===== config.mk =====
export PLATFORM = sky130hd
export DESIGN_NAME = data_bus_interconnect
export DESIGN_NICKNAME = d
export VERILOG_FILES = /design/src/rtl/bus_pkg.sv /design/src/rtl/bus_addr_decoder.sv /design/src/rtl/data_bus_interconnect.sv
export SDC_FILE = /design/constraint.sdc
export NUM_CORES = 1
export LEC_CHECK = 0
export CAP_MARGIN = 20
export CORE_AREA = 2 2 133 135
export CTS_BUF_LIST = sky130_fd_sc_hd__clkbuf_4 sky130_fd_sc_hd__clkbuf_8
export DETAILED_ROUTE_END_ITERATION = 6
export DIE_AREA = 0 0 135 137
export PLACE_DENSITY = 0.71
export SYNTH_ARGS = -nofsm -noshare
export SYNTH_HDL_FRONTEND = slang
export SYNTH_SLANG_ARGS = --single-unit
export TNS_END_PERCENT = 30

===== constraint.sdc =====
create_clock -name clk -period 2.1 [get_ports clk]
set_input_delay 0.42 -clock clk [delete_from_list [all_inputs] [get_ports clk]]
set_output_delay 0.42 -clock clk [all_outputs]
set_load 0.01 [all_outputs]

===== src/rtl/bus_pkg.sv =====
// Shared definitions for the CPU data-port interconnect: FSM state encoding,
// default widths, strobe width and the standard memory map (4 KiB windows).
package bus_pkg;

    typedef enum logic [1:0] {
        ST_IDLE   = 2'd0,
        ST_ACCESS = 2'd1,
        ST_RESP   = 2'd2
    } bus_state_e;

    localparam int BUS_ADDR_WIDTH = 32;
    localparam int BUS_DATA_WIDTH = 32;
    localparam int BUS_STRB_WIDTH = BUS_DATA_WIDTH / 8;
    localparam int BUS_NUM_SLAVES = 4;

    // Width of the optional ready-wait counter.
    localparam int BUS_TO_CNT_W = 16;

    // Standard map: RAM @0x0000, timer @0x1000, UART @0x2000, spare @0x3000.
    localparam logic [BUS_NUM_SLAVES*BUS_ADDR_WIDTH-1:0] BUS_DEFAULT_BASE =
        {32'h0000_3000, 32'h0000_2000, 32'h0000_1000, 32'h0000_0000};
    localparam logic [BUS_NUM_SLAVES*BUS_ADDR_WIDTH-1:0] BUS_DEFAULT_MASK =
        {4{32'hFFFF_F000}};

    // Number of byte lanes for a given data width.
    function automatic int bus_strb_width(input int data_width);
        return data_width / 8;
    endfunction

endpackage


===== src/rtl/bus_addr_decoder.sv =====
// Combinational address decoder: slave i hits when (addr & mask_i) == base_i.
// Overlapping windows resolve to the lowest index; miss_o flags an unmapped
// address. Also usable for read-data muxing at the top level.
module bus_addr_decoder
    import bus_pkg::*;
#(
    parameter int ADDR_WIDTH = BUS_ADDR_WIDTH,
    parameter int NUM_SLAVES = BUS_NUM_SLAVES,
    parameter logic [NUM_SLAVES*ADDR_WIDTH-1:0] SLAVE_BASE = BUS_DEFAULT_BASE,
    parameter logic [NUM_SLAVES*ADDR_WIDTH-1:0] SLAVE_MASK = BUS_DEFAULT_MASK
) (
    input  logic [ADDR_WIDTH-1:0] addr_i,
    output logic [NUM_SLAVES-1:0] hit_o,
    output logic                  miss_o
);

    logic [NUM_SLAVES-1:0] raw_hit_s;

    // Compare the address against every window.
    always_comb begin
        raw_hit_s = '0;
        for (int i = 0; i < NUM_SLAVES; i++) begin
            raw_hit_s[i] = ((addr_i & SLAVE_MASK[i*ADDR_WIDTH +: ADDR_WIDTH])
                            == SLAVE_BASE[i*ADDR_WIDTH +: ADDR_WIDTH]);
        end
    end

    // Keep only the lowest set bit (x & -x) so the result is one-hot.
    assign hit_o  = raw_hit_s & (~raw_hit_s + NUM_SLAVES'(1));
    assign miss_o = ~(|raw_hit_s);

endmodule


===== src/rtl/data_bus_interconnect.sv =====
// CPU data port to NUM_SLAVES address-decoded targets over a req/ready
// handshake. Supports wait states, byte strobes and an unmapped-address error.
// A simultaneous read and write is split into a write followed by a read.
// Optional macro BUS_TIMEOUT_EN: abort an access that sees no ready within
// TIMEOUT_CYCLES and complete it as an error.
module data_bus_interconnect
    import bus_pkg::*;
#(
    parameter int ADDR_WIDTH     = BUS_ADDR_WIDTH,
    parameter int DATA_WIDTH     = BUS_DATA_WIDTH,
    parameter int NUM_SLAVES     = BUS_NUM_SLAVES,
    parameter logic [NUM_SLAVES*ADDR_WIDTH-1:0] SLAVE_BASE = BUS_DEFAULT_BASE,
    parameter logic [NUM_SLAVES*ADDR_WIDTH-1:0] SLAVE_MASK = BUS_DEFAULT_MASK,
    parameter int TIMEOUT_CYCLES = 255
) (
    input  logic                             clk,
    input  logic                             rst,
    input  logic                             cpu_rd_en,
    input  logic                             cpu_wr_en,
    input  logic [ADDR_WIDTH-1:0]            cpu_rd_addr,
    input  logic [ADDR_WIDTH-1:0]            cpu_wr_addr,
    input  logic [DATA_WIDTH-1:0]            cpu_wr_data,
    input  logic [DATA_WIDTH/8-1:0]          cpu_wr_strb,
    output logic [DATA_WIDTH-1:0]            cpu_rd_data,
    output logic                             cpu_stall,
    output logic                             cpu_err,
    output logic [NUM_SLAVES-1:0]            s_req,
    output logic                             s_we,
    output logic [ADDR_WIDTH-1:0]            s_addr,
    output logic [DATA_WIDTH-1:0]            s_wdata,
    output logic [DATA_WIDTH/8-1:0]          s_strb,
    input  logic [NUM_SLAVES-1:0]            s_ready,
    input  logic [NUM_SLAVES*DATA_WIDTH-1:0] s_rdata
);

    localparam int STRB_W = DATA_WIDTH / 8;

    bus_state_e              state_q;
    logic [NUM_SLAVES-1:0]   s_req_q;
    logic                    s_we_q;
    logic [ADDR_WIDTH-1:0]   s_addr_q;
    logic [DATA_WIDTH-1:0]   s_wdata_q;
    logic [STRB_W-1:0]       s_strb_q;
    logic [DATA_WIDTH-1:0]   rd_data_q;
    logic                    err_q;
    logic                    pend_rd_q;

    logic                    launch_s;
    logic                    launch_we_s;
    logic [ADDR_WIDTH-1:0]   dec_addr_s;
    logic [NUM_SLAVES-1:0]   dec_hit_s;
    logic                    dec_miss_s;
    logic                    ready_hit_s;
    logic                    timeout_s;
    logic [DATA_WIDTH-1:0]   rdata_sel_s;
    logic                    stall_s;

    // A new transaction starts from IDLE on any request, or from RESP when a
    // read is still queued behind a write.
    always_comb begin
        launch_s    = 1'b0;
        launch_we_s = 1'b0;
        case (state_q)
            ST_IDLE: begin
                launch_s    = cpu_rd_en | cpu_wr_en;
                launch_we_s = cpu_wr_en;
            end
            ST_RESP: begin
                launch_s    = pend_rd_q;
                launch_we_s = 1'b0;
            end
            default: begin
                launch_s    = 1'b0;
                launch_we_s = 1'b0;
            end
        endcase
    end

    // Writes take priority, so decode the write address whenever one launches.
    always_comb begin
        dec_addr_s = cpu_rd_addr;
        if (launch_we_s) begin
            dec_addr_s = cpu_wr_addr;
        end else begin
            dec_addr_s = cpu_rd_addr;
        end
    end

    bus_addr_decoder #(
        .ADDR_WIDTH (ADDR_WIDTH),
        .NUM_SLAVES (NUM_SLAVES),
        .SLAVE_BASE (SLAVE_BASE),
        .SLAVE_MASK (SLAVE_MASK)
    ) u_decoder (
        .addr_i (dec_addr_s),
        .hit_o  (dec_hit_s),
        .miss_o (dec_miss_s)
    );

    // Only the ready of the currently requested slave completes an access.
    assign ready_hit_s = |(s_ready & s_req_q);

    // AND-OR mux of the selected slave's read data (s_req_q is one-hot).
    always_comb begin
        rdata_sel_s = '0;
        for (int i = 0; i < NUM_SLAVES; i++) begin
            rdata_sel_s = rdata_sel_s
                        | (s_rdata[i*DATA_WIDTH +: DATA_WIDTH] & {DATA_WIDTH{s_req_q[i]}});
        end
    end

`ifdef BUS_TIMEOUT_EN
    logic [BUS_TO_CNT_W-1:0] to_cnt_q;

    // Count ACCESS cycles; the counter rests at zero outside ACCESS so it is
    // clear on every ACCESS entry.
    always_ff @(posedge clk or negedge rst) begin
        if (!rst) begin
            to_cnt_q <= '0;
        end else if (state_q == ST_ACCESS) begin
            to_cnt_q <= to_cnt_q + BUS_TO_CNT_W'(1);
        end else begin
            to_cnt_q <= '0;
        end
    end

    assign timeout_s = (state_q == ST_ACCESS)
                     && (to_cnt_q == BUS_TO_CNT_W'(TIMEOUT_CYCLES - 1));
`else
    assign timeout_s = 1'b0;
`endif

    // Main transaction FSM with all bus-side and CPU-side outputs registered.
    always_ff @(posedge clk or negedge rst) begin
        if (!rst) begin
            state_q   <= ST_IDLE;
            s_req_q   <= '0;
            s_we_q    <= 1'b0;
            s_addr_q  <= '0;
            s_wdata_q <= '0;
            s_strb_q  <= '0;
            rd_data_q <= '0;
            err_q     <= 1'b0;
            pend_rd_q <= 1'b0;
        end else begin
            err_q <= 1'b0;
            case (state_q)
                ST_IDLE, ST_RESP: begin
                    if (launch_s) begin
                        s_we_q    <= launch_we_s;
                        s_addr_q  <= dec_addr_s;
                        pend_rd_q <= launch_we_s & cpu_rd_en;
                        if (launch_we_s) begin
                            s_wdata_q <= cpu_wr_data;
                            s_strb_q  <= cpu_wr_strb;
                        end else begin
                            s_wdata_q <= s_wdata_q;
                            s_strb_q  <= '0;
                        end
                        if (dec_miss_s) begin
                            // Unmapped: no slave request, error completion.
                            state_q <= ST_RESP;
                            s_req_q <= '0;
                            err_q   <= 1'b1;
                            if (!launch_we_s) begin
                                rd_data_q <= '0;
                            end else begin
                                rd_data_q <= rd_data_q;
                            end
                        end else begin
                            state_q <= ST_ACCESS;
                            s_req_q <= dec_hit_s;
                        end
                    end else begin
                        state_q   <= ST_IDLE;
                        pend_rd_q <= 1'b0;
                    end
                end
                ST_ACCESS: begin
                    if (ready_hit_s) begin
                        state_q <= ST_RESP;
                        s_req_q <= '0;
                        if (!s_we_q) begin
                            rd_data_q <= rdata_sel_s;
                        end else begin
                            rd_data_q <= rd_data_q;
                        end
                    end else if (timeout_s) begin
                        state_q <= ST_RESP;
                        s_req_q <= '0;
                        err_q   <= 1'b1;
                        if (!s_we_q) begin
                            rd_data_q <= '0;
                        end else begin
                            rd_data_q <= rd_data_q;
                        end
                    end else begin
                        state_q <= ST_ACCESS;
                        s_req_q <= s_req_q;
                    end
                end
                default: begin
                    state_q   <= ST_IDLE;
                    s_req_q   <= '0;
                    pend_rd_q <= 1'b0;
                end
            endcase
        end
    end

    // Stall rises in the request cycle itself, stays up while the bus is busy
    // and drops in the final RESP cycle so the CPU advances on that edge.
    always_comb begin
        stall_s = 1'b0;
        case (state_q)
            ST_IDLE:   stall_s = cpu_rd_en | cpu_wr_en;
            ST_ACCESS: stall_s = 1'b1;
            ST_RESP:   stall_s = pend_rd_q;
            default:   stall_s = 1'b0;
        endcase
    end

    // Reset forces the stall low immediately, even with a request held.
    assign cpu_stall   = stall_s & rst;
    assign cpu_rd_data = rd_data_q;
    assign cpu_err     = err_q;
    assign s_req       = s_req_q;
    assign s_we        = s_we_q;
    assign s_addr      = s_addr_q;
    assign s_wdata     = s_wdata_q;
    assign s_strb      = s_strb_q;

endmodule


==> flow_summary.json <==
{
  "fin_util": 0.557,
  "timing.rr.start": "state_q[1]",
  "antenna_left": 0,
  "fin_hold_ws_ns": 0.0490,
  "start_util": 0.314,
  "crit_start": "state_q[1]",
  "final_nets": 1119,
  "period_share": 0.989,
  "hold_viol_final": 0,
  "finalSetupViolations": 0,
  "wirelength_um": 20300,
  "setup_slack_ns": 0.0235,
  "final_common_cell": "clkdlybuf4s50_1",
  "grt_max_degree": 110,
  "wire_per_inst_um": 18.2,
  "pre_cts_ws_ns": -0.435,
  "avgSynthCellArea_um2": 9.96,
  "die_area_um2": 18500,
  "drive_above_1_share": 0.115,
  "worst_pin_slew_ns": 0.704,
  "critical_path_buf_inv_count": 2,
  "syn_nets": 774,
  "power_leakage_nw": 3.80,
  "cts_inserted_buffers": 9,
  "design_area_um2": 9500,
  "synthCells": 538,
  "arrival_ns": 1.66,
  "synth_area_um2": 5360,
  "dpl_cell_area_um2": 9200,
  "cts_tree": "done",
  "rows": 48,
  "rsz0062_at_grt": "true",
  "drc": 0,
  "worstSetupStartpointType": "flip-flop",
  "clock.fmax_mhz": 482,
  "detail_route.first_pass.iterations": 4,
  "crit_slowest_cell": "dfrtp_1",
  "synth_cell_types": 32,
  "grt_pass1_vias": 5508,
  "final_cell_mix": "clkdlybuf4s50_1 (338), nand2_1 (143), dfrtp_1 (109)",
  "final.setup.tns_ns": 0,
  "finalWeightedCongestion": 0.806,
  "dieHeight_um": 137,
  "die_w_um": 135,
  "status": "complete, no violations",
  "io-pin-count": 343,
  "path_cells": "buf_4 > and2b_2 > o21a_1 > dlygate4sd2_1",
  "overflow": 0,
  "clock_skew_ns": 0.0131,
  "route.vias.total": 5462,
  "synth.ff_latch_count": 109,
  "htree_levels": 3,
  "endpoint_kind": "output pin",
  "hpwl_um": 15500,
  "worstSkewPairLatency_ns": 0.39,
  "peakVddDrop_uv": 434,
  "drt_iter0_markers": 164,
  "critical_path_class": "flip-flop to output pin",
  "cts_num_sinks": 109,
  "crit_fanout": 5,
  "antenna_found_initial": 1,
  "drv_slew": 0,
  "min_period_ns": 2.08,
  "io_buffers": 342,
  "synth_seq_area_share": 0.509,
  "core_um2": 17100,
  "viasPerCell": 4.90,
  "cp_slowest_stage_delay_ns": 0.42,
  "critPathRequiredTime_ns": 1.68,
  "p_per_area_nw_per_um2": 659,
  "hp-class": "primary input to async pin",
  "max_slew_margin": 0.530,
  "path_clk_slew_ns": 0.11,
  "track_usage": 0.212,
  "ys_warn_count": 0,
  "grt_pass1_wl_um": 29900,
  "cts.path.max_buffers": 2,
  "n_fill_cell": 1527,
  "cts_root_buf": "clkbuf_8",
  "holdBufCountCts": 0,
  "path_delay_family": "buffers and inverters",
  "max_cap_viol_count": 0,
  "syn_to_final_growth_pct": 77.2
}
==> kinds of logic after synthesis <==
kind of cell	Yosys count	share of synthesized area
compound gates	149	0.234
buf+inv	49	0.0416
mux	31	0.0579
flops	109	0.509
simple gates	200	0.158
==> what timing repair did <==
action,4_1_cts,5_1_grt
gates cloned,0,0
endpoints found under the setup margin,14,37
buffers inserted,1,1
hold endpoints to repair,0,0
gates resized for setup,5,12
pin swaps,1,1
==> flip-flops by register name, summed over array words and instances, names as in the netlist <==
name         count
s_wdata         32
s_strb           4
s_addr          32
cpu_err          1
s_we             1
state_q          2
cpu_rd_data     32
s_req            4
pend_rd_q        1
==> final cells by class <==
| class | count | area, um2 | share of cell area |
|---|---|---|---|
| inverters | 2 | 7.51 | 0.000791 |
| flip-flops and latches | 109 | 2730 | 0.287 |
| clock buffers | 9 | 124 | 0.0130 |
| multi-input cells | 380 | 2490 | 0.262 |
| well taps | 225 | 282 | 0.0296 |
| diodes | 1 | 2.50 | 0.000264 |
| repair buffers | 381 | 3790 | 0.399 |
| clock inverters | 7 | 73.8 | 0.00777 |
==> worst paths after layout <==
check / to / depth (start not counted) / slack [ns]
max: cpu_stall / 4 / 0.02
min: cpu_rd_data[3] / 2 / 0.05
max reg2reg: cpu_rd_data[21] / 9 / 0.07
min reg2reg: s_wdata[10] / 2 / 0.48
max in group asynchronous: s_req[1] / 2 / 1.45
min in group clk: s_addr[21] / 3 / 0.31
==> routing by layer <==
layer,share of wire,wire [um],GRT usage
met5,0,0,0
met4,0.013,259,0.0648
met3,0.087,1770,0.0633
met2,0.51,10400,0.379
met1,0.39,7830,0.244
==> synth_stat cells <==
library cell  number  area share
mux2i_1           31       0.058
nor3b_1            1      0.0014
or4_1              2      0.0028
or2_1              1      0.0012
nand4_1            1      0.0012
nor4_1             6      0.0070
and3_1             1      0.0012
buf_1              3      0.0021
inv_1              2      0.0014
o21ai_0           40       0.037
buf_6              3      0.0063
nor4b_4            1      0.0044
nand2_1          143        0.10
a311oi_2          30       0.084
a22o_1             1      0.0016
o21a_1             1      0.0014
and2_1             1      0.0012
nand4_2            1      0.0023
dfrtp_1          109        0.51
a32o_1             5      0.0093
buf_2             11       0.010
and2b_1            1      0.0014
a311oi_1           2      0.0033
a22oi_1           66       0.092
o21bai_1           1      0.0014
nor4_2             2      0.0047
or3b_1             1      0.0016
clkbuf_1          28       0.020
a21oi_1            3      0.0028
clkbuf_2           2      0.0019
nand2b_1           1      0.0012
nor2_1            37       0.026
==> power breakdown <==
group / internal [mW] / switching (mW) / leakage [nW] / total, mW
sequential: 2.46 / 0.210 / 1.40 / 2.67
combinational: 1.33 / 0.955 / 2.30 / 2.28
clock: 0.474 / 0.827 / 0.101 / 1.30
total: 4.26 / 1.99 / 3.80 / 6.26
==> worst reg2reg max path: stages, from the launching register on <==
cell and delay, ns:
dfrtp_1 0.44, buf_4 0.16, nor3b_2 0.24, nand4_1 0.20, nor4_4 0.16, buf_4 0.16
nor4b_4 0.04, buf_4 0.18, buf_12 0.17, a311oi_2 0.20
==> stage by stage <==
| step | power (mW) | std cells |
|---|---|---|
| floorplan | 3.46 | 538 |
| global placement | 4.98 | 1095 |
| detailed placement | 4.99 | 1095 |
| CTS | 6.34 | 1112 |
| global route | 6.61 | 1114 |
| finish | 6.26 | 1114 |
Power figures use the tool's default switching activity.
